File: src/rtl/static_fetch_if.sv
// Bundles the static_fetch control, memory read port and datapath handshake signals.
// master = fetch engine side, slave = surrounding environment (pointer reg, memory, datapath).
interface static_fetch_if #(
  parameter int ADDR_W = 20,
  parameter int DATA_W = 16,
  parameter int LEN_W  = 8
);
  logic              start;
  logic [LEN_W-1:0]  len;
  logic [ADDR_W-1:0] seg_base;
  logic [ADDR_W-1:0] sp_offset;
  logic              sp_inc;
  logic [ADDR_W-1:0] mem_addr;
  logic              mem_rd;
  logic              mem_ready;
  logic [DATA_W-1:0] mem_rdata;
  logic [DATA_W-1:0] out_data;
  logic              out_valid;
  logic              out_ready;
  logic              busy;
  logic              done;
  logic              err;

  modport master (
    input  start, len, seg_base, sp_offset, mem_ready, mem_rdata, out_ready,
    output sp_inc, mem_addr, mem_rd, out_data, out_valid, busy, done, err
  );

  modport slave (
    output start, len, seg_base, sp_offset, mem_ready, mem_rdata, out_ready,
    input  sp_inc, mem_addr, mem_rd, out_data, out_valid, busy, done, err
  );
endinterface

File: src/rtl/static_fetch.sv
// Static-segment burst reader: reads LEN words from seg_base+sp_offset and streams them out,
// pulsing sp_inc per delivered word. Optional READ timeout abort via STATIC_FETCH_TIMEOUT_EN.
module static_fetch #(
  parameter int ADDR_W         = 20,
  parameter int DATA_W         = 16,
  parameter int LEN_W          = 8,
  parameter int TIMEOUT_CYCLES = 255
) (
  input  logic           clk_i,
  input  logic           reset_i,
  static_fetch_if.master bus
);

  localparam logic [1:0] ST_IDLE = 2'd0;
  localparam logic [1:0] ST_READ = 2'd1;
  localparam logic [1:0] ST_HOLD = 2'd2;
  localparam logic [1:0] ST_DONE = 2'd3;

  logic [1:0]        state_q, state_d;
  logic [ADDR_W-1:0] addr_q, addr_d;
  logic [LEN_W-1:0]  rem_q, rem_d;
  logic [DATA_W-1:0] data_q, data_d;

`ifdef STATIC_FETCH_TIMEOUT_EN
  localparam int                WAIT_W    = $clog2(TIMEOUT_CYCLES + 1);
  localparam logic [WAIT_W-1:0] WAIT_LAST = WAIT_W'(TIMEOUT_CYCLES - 1);

  logic [WAIT_W-1:0] wait_q, wait_d;
  logic              err_q, err_d;
`endif

  always_comb begin
    state_d = state_q;
    addr_d  = addr_q;
    rem_d   = rem_q;
    data_d  = data_q;
`ifdef STATIC_FETCH_TIMEOUT_EN
    wait_d  = wait_q;
    err_d   = err_q;
`endif
    case (state_q)
      ST_IDLE: begin
        if (bus.start) begin
          addr_d  = bus.seg_base + bus.sp_offset;
          rem_d   = bus.len;
          state_d = (bus.len == '0) ? ST_DONE : ST_READ;
`ifdef STATIC_FETCH_TIMEOUT_EN
          wait_d  = '0;
          err_d   = 1'b0;
`endif
        end
      end
      ST_READ: begin
        if (bus.mem_ready) begin
          data_d  = bus.mem_rdata;
          state_d = ST_HOLD;
        end
`ifdef STATIC_FETCH_TIMEOUT_EN
        // The last tolerated stall cycle aborts the whole burst; remaining words are dropped.
        else if (wait_q == WAIT_LAST) begin
          err_d   = 1'b1;
          state_d = ST_DONE;
        end else begin
          wait_d = wait_q + WAIT_W'(1);
        end
`endif
      end
      ST_HOLD: begin
        if (bus.out_ready) begin
          addr_d  = addr_q + ADDR_W'(1);
          rem_d   = rem_q - LEN_W'(1);
          state_d = (rem_q == LEN_W'(1)) ? ST_DONE : ST_READ;
`ifdef STATIC_FETCH_TIMEOUT_EN
          wait_d  = '0;
`endif
        end
      end
      default: state_d = ST_IDLE;
    endcase
  end

  always_ff @(posedge clk_i) begin
    if (!reset_i) begin
      state_q <= ST_IDLE;
      addr_q  <= '0;
      rem_q   <= '0;
      data_q  <= '0;
`ifdef STATIC_FETCH_TIMEOUT_EN
      wait_q  <= '0;
      err_q   <= 1'b0;
`endif
    end else begin
      state_q <= state_d;
      addr_q  <= addr_d;
      rem_q   <= rem_d;
      data_q  <= data_d;
`ifdef STATIC_FETCH_TIMEOUT_EN
      wait_q  <= wait_d;
      err_q   <= err_d;
`endif
    end
  end

  assign bus.mem_rd    = (state_q == ST_READ);
  assign bus.mem_addr  = addr_q;
  assign bus.out_data  = data_q;
  assign bus.out_valid = (state_q == ST_HOLD);
  // Gated by reset so a reset arriving during HOLD cannot advance the pointer register.
  assign bus.sp_inc    = (state_q == ST_HOLD) && bus.out_ready && reset_i;
  assign bus.busy      = (state_q != ST_IDLE);
  assign bus.done      = (state_q == ST_DONE);

`ifdef STATIC_FETCH_TIMEOUT_EN
  assign bus.err = (state_q == ST_DONE) && err_q;
`else
  // Without the timeout build err is constant low for any legal TIMEOUT_CYCLES.
  assign bus.err = (TIMEOUT_CYCLES < 0);
`endif

endmodule
File: src/flat_wrapper.sv
// flat-port wrapper written by rule: the top's interface ports become plain ports
module static_fetch_flat 
#(
  parameter int ADDR_W         = 20,
  parameter int DATA_W         = 16,
  parameter int LEN_W          = 8,
  parameter int TIMEOUT_CYCLES = 255
)
  (clk_i, reset_i, bus_start, bus_len, bus_seg_base, bus_sp_offset, bus_mem_ready, bus_mem_rdata, bus_out_ready, bus_sp_inc, bus_mem_addr, bus_mem_rd, bus_out_data, bus_out_valid, bus_busy, bus_done, bus_err);
  static_fetch_if #(.ADDR_W(ADDR_W), .DATA_W(DATA_W), .LEN_W(LEN_W)) bus_i ();
  input  logic clk_i;
  input  logic reset_i;
  input wire logic [$bits(bus_i.start)-1:0] bus_start;
  input wire logic [$bits(bus_i.len)-1:0] bus_len;
  input wire logic [$bits(bus_i.seg_base)-1:0] bus_seg_base;
  input wire logic [$bits(bus_i.sp_offset)-1:0] bus_sp_offset;
  input wire logic [$bits(bus_i.mem_ready)-1:0] bus_mem_ready;
  input wire logic [$bits(bus_i.mem_rdata)-1:0] bus_mem_rdata;
  input wire logic [$bits(bus_i.out_ready)-1:0] bus_out_ready;
  output wire logic [$bits(bus_i.sp_inc)-1:0] bus_sp_inc;
  output wire logic [$bits(bus_i.mem_addr)-1:0] bus_mem_addr;
  output wire logic [$bits(bus_i.mem_rd)-1:0] bus_mem_rd;
  output wire logic [$bits(bus_i.out_data)-1:0] bus_out_data;
  output wire logic [$bits(bus_i.out_valid)-1:0] bus_out_valid;
  output wire logic [$bits(bus_i.busy)-1:0] bus_busy;
  output wire logic [$bits(bus_i.done)-1:0] bus_done;
  output wire logic [$bits(bus_i.err)-1:0] bus_err;
  assign bus_i.start = bus_start;
  assign bus_i.len = bus_len;
  assign bus_i.seg_base = bus_seg_base;
  assign bus_i.sp_offset = bus_sp_offset;
  assign bus_i.mem_ready = bus_mem_ready;
  assign bus_i.mem_rdata = bus_mem_rdata;
  assign bus_i.out_ready = bus_out_ready;
  assign bus_sp_inc = bus_i.sp_inc;
  assign bus_mem_addr = bus_i.mem_addr;
  assign bus_mem_rd = bus_i.mem_rd;
  assign bus_out_data = bus_i.out_data;
  assign bus_out_valid = bus_i.out_valid;
  assign bus_busy = bus_i.busy;
  assign bus_done = bus_i.done;
  assign bus_err = bus_i.err;
  static_fetch #(.ADDR_W(ADDR_W), .DATA_W(DATA_W), .LEN_W(LEN_W), .TIMEOUT_CYCLES(TIMEOUT_CYCLES)) u_core (.clk_i(clk_i), .reset_i(reset_i), .bus(bus_i));
endmodule
File: config.mk
export PLATFORM = sky130hd
export DESIGN_NAME = static_fetch_flat
export DESIGN_NICKNAME = d
export VERILOG_FILES = /design/src/rtl/static_fetch_if.sv /design/src/rtl/static_fetch.sv /design/src/flat_wrapper.sv
export SDC_FILE = /design/constraint.sdc
export NUM_CORES = 1
export LEC_CHECK = 0
export CAP_MARGIN = 5
export CORE_MARGIN = 3
export CORE_UTILIZATION = 50
export CTS_CLUSTER_DIAMETER = 100
export DETAILED_ROUTE_END_ITERATION = 8
export HOLD_SLACK_MARGIN = 0.05
export PLACE_DENSITY = 0.89
export SLEW_MARGIN = 15
export SYNTH_ARGS = -nofsm -noshare
export SYNTH_HDL_FRONTEND = slang
export SYNTH_SLANG_ARGS = --single-unit
File: constraint.sdc
create_clock -name clk_i -period 3.57 [get_ports clk_i]
set_input_delay 0.357 -clock clk_i [delete_from_list [all_inputs] [get_ports clk_i]]
set_output_delay 0.357 -clock clk_i [all_outputs]
set_load 0.01 [all_outputs]
==> metrics.txt <==
Finished Cell Area=approximately 4500 um^2; Num Clock Sinks=46; Post-Place Cells=600; IO Port Bufs=109; critical path peak fanout=25; die footprint=7500 um^2; post-CTS resize count=0; Post-Syn Area=3250 um^2; antenna viol nets, final=0; min-delay worst type=flop to flop; first-pass GRT wire length=15300 um; Primary FF master, synth=dfxtp_1; flops & latches, synth=46; unrepaired setup endpoints after global routing=false; Sw Ratio=31.3%; Initial Util=53.3%; Worst path max stage delay=0.68 ns; layout cells sized above 1=roughly 5.4%; detailed-route via count=3651; CP Data Required Time=roughly 3.2 ns; P_sw=0.526 mW; DP Wirelength=7170 um; period utilization=between 70% and 80%; DRT iter0 DRCs=301; nets@finish=624; # setup viols final=0; Post-synth EDFFs=0; clock slew at reported path FFs=0.09 ns; Peak supply drop=0.373 mV; antenna violations before repair=0; postcts setup bufs=0; CP max-delay cell=dfxtp_1; GRT Util Overall=24.7%; die height=86.6 um; worst path arrival time=2.44 ns; H-tree Lvls=2; Place WS=just over 0.5 ns; critical path endpoint category=primary output; clock power share=28.5%; sequential fraction of the synthesis area=28.4%; min Tclk post-route=2.80 ns; PwrDens=372 nW/um^2; Mapped Cells=433; Mapped Nets=525; outcome=complete, no violations; CP cell instances=nand2b_1 > buf_4 > inv_2 > and3_1 > clkdlybuf4s50_1; Final GP Congestion=0.912; hold_ws=0.458 ns; Total Routed Length=9430 um; Inserted Clock Buffers=5; Synth cell types=60; startpoint types=flop; leakage power=about 1.7 nW; setup total negative slack=0 ns; total gr overflow=0; Setup Skew=0.0106 ns; Rel. slew slack=62.7%; max-slew violations=0; Max Cap Viol=0; Core Region=6100 um^2; pin count of the biggest net entering global routing=27; sequential share of power=37.4%; row count=28; largest delay contributor family on the critical path=buffers and inverters; Crit Path Category=flop to primary output; Placement Cell Area=4370 um^2; non-filler cells, final=608; vias in the first global route=roughly 3400; DRT Pass-1 Iters=5; synth warn=0; final worst-path setup slack=0.771 ns; Post-CTS Hold Buffers=0; Area Overhead vs Synth=39.1%; clk buf depth=2; Fin. Hold Viols=0; Post-Syn Area per Cell=7.50 um^2; vias per cell=~6.0; CTS tree=built; DRC viols=0; crit path buf inv count=3; root buffer cell=clkbuf_8; Post-synth ARST share=0%; cell internal pwr=roughly 1.2 mW; wire length per cell=about 16 um; fmax=around 360 MHz; Die X=86.6 um; n_diodes=0; worst slew pin tran=0.559 ns; later-pin clock latency in the skew report=0.30 ns; Comb power frac=between 30 and 40%; I/O pins=about 110
-- kinds of logic (layout without fill, tap and decap cells) --
group                    count (synthesis)  count (layout)  synth area share (%)
XOR/XNOR                                17              17                  4.59
other                                    1               1                 0.115
AO/OA/AOI/OAI                          153             153                  29.9
buffers and inverters                   34             134                  4.32
adder cells (fa/ha/maj)                 23              23                  9.09
flip-flops                              46              46                  28.4
multiplexers                             3               3                 0.925
AND/OR/NAND/NOR                        156             156                  22.7
-- registers in the layout, summed over array words and instances (netlist names) --
name	cells
u_core.bus.mem_addr	20
u_core.rem_q	8
u_core.state_q	2
u_core.bus.out_data	16
-- path summary, 6_finish.rpt --
path	startpoint	endpoint	slack, ns	cells past startpoint
max	u_core.state_q[1]	bus_sp_inc	0.77	5
min	u_core.bus.out_data[2]	u_core.bus.out_data[2]	0.46	2
max reg2reg	u_core.state_q[1]	u_core.bus.mem_addr[16]	1.15	5
min reg2reg	u_core.bus.out_data[2]	u_core.bus.out_data[2]	0.46	2
-- layer usage --
| metal | track usage, % | vias to the layer above | part of all wire (%) |
|---|---|---|---|
| li1 | - | 1776 | - |
| met1 | 30.0 | 1672 | 41 |
| met2 | 42.6 | 183 | 47 |
| met3 | 5.32 | 20 | 9.7 |
| met4 | 9.21 | 0 | 2.1 |
| met5 | 0 | - | 0 |
-- stage by stage --
stage | util [%] | total power [mW]
after floorplan | - | 0.957
after global placement | 71.8 | 1.18
after detailed placement | 71.8 | 1.20
after CTS | 74.1 | 1.68
after global routing | 74.1 | 1.77
final | 74.1 | 1.68
-- tightest hold or removal path, delay by kind of cell (launching register included) --
family / cells / cell delay [ns]
compound gates: 1 / 0.05
simple gates: 1 / 0.05
flops: 1 / 0.31
-- power by group through the flow --
stage / Combinational [mW] / Sequential [mW] / Clock, mW
floorplan: 0.322 / 0.635 / 0
global placement: 0.550 / 0.633 / 0
detailed placement: 0.565 / 0.635 / 0
CTS: 0.570 / 0.624 / 0.481
global route: 0.628 / 0.635 / 0.508
finish: 0.573 / 0.627 / 0.478
-- cell usage after synthesis, types with 2 or more instances --
| cell | number | area (um^2) |
|---|---|---|
| nor2_2 | 4 | 25.0 |
| inv_1 | 10 | 37.5 |
| o21ai_0 | 29 | 145 |
| and2_1 | 7 | 43.8 |
| o21bai_1 | 2 | 15.0 |
| xor2_1 | 8 | 70.1 |
| buf_2 | 4 | 20.0 |
| a221oi_1 | 3 | 26.3 |
| a311oi_2 | 2 | 30.0 |
| clkbuf_1 | 14 | 52.6 |
| a211oi_1 | 8 | 60.1 |
| o211a_1 | 3 | 30.0 |
| or3_1 | 2 | 12.5 |
| o221ai_1 | 2 | 17.5 |
| nand3_1 | 13 | 65.1 |
| nor2b_1 | 3 | 18.8 |
| xnor2_1 | 9 | 78.8 |
| dfxtp_1 | 46 | 921 |
| and4_1 | 2 | 17.5 |
| nor4_1 | 3 | 18.8 |
| buf_4 | 2 | 15.0 |
| buf_1 | 2 | 7.51 |
| nand2_1 | 69 | 259 |
| nor2_1 | 22 | 82.6 |
| a21oi_1 | 62 | 310 |
| o21a_1 | 5 | 37.5 |
| mux2i_1 | 3 | 30.0 |
| o22ai_1 | 5 | 31.3 |
| a31oi_1 | 9 | 56.3 |
| a21o_1 | 6 | 45.0 |
| ha_1 | 22 | 275 |
| o211ai_1 | 2 | 15.0 |
| nor3_1 | 9 | 45.0 |
| nand4_1 | 7 | 43.8 |
| or2_2 | 2 | 12.5 |
| nand2b_1 | 3 | 18.8 |
| and3_1 | 6 | 37.5 |
-- area by class of cell --
type | count | area (um^2)
clock inverter | 2 | 60.1
tap | 75 | 93.8
multi-input combinational | 353 | 2190
sequential | 46 | 921
clock buffer | 6 | 82.6
fill | 462 | 1580
inverter | 12 | 45.0
timing repair buffer | 114 | 1130
-- cells in the final DEF, fill, tap and decap left out, drive strengths merged, types with 9 or more instances in the layout --
cell type        n
a211oi           9
a21oi           62
a31oi           10
clkdlybuf4s50  109
dfxtp           46
ha              22
inv             11
nand2           69
nand3           13
nor2            26
nor3             9
o21ai           30
xnor2            9
No activity file was read; power rests on OpenSTA's default activity.
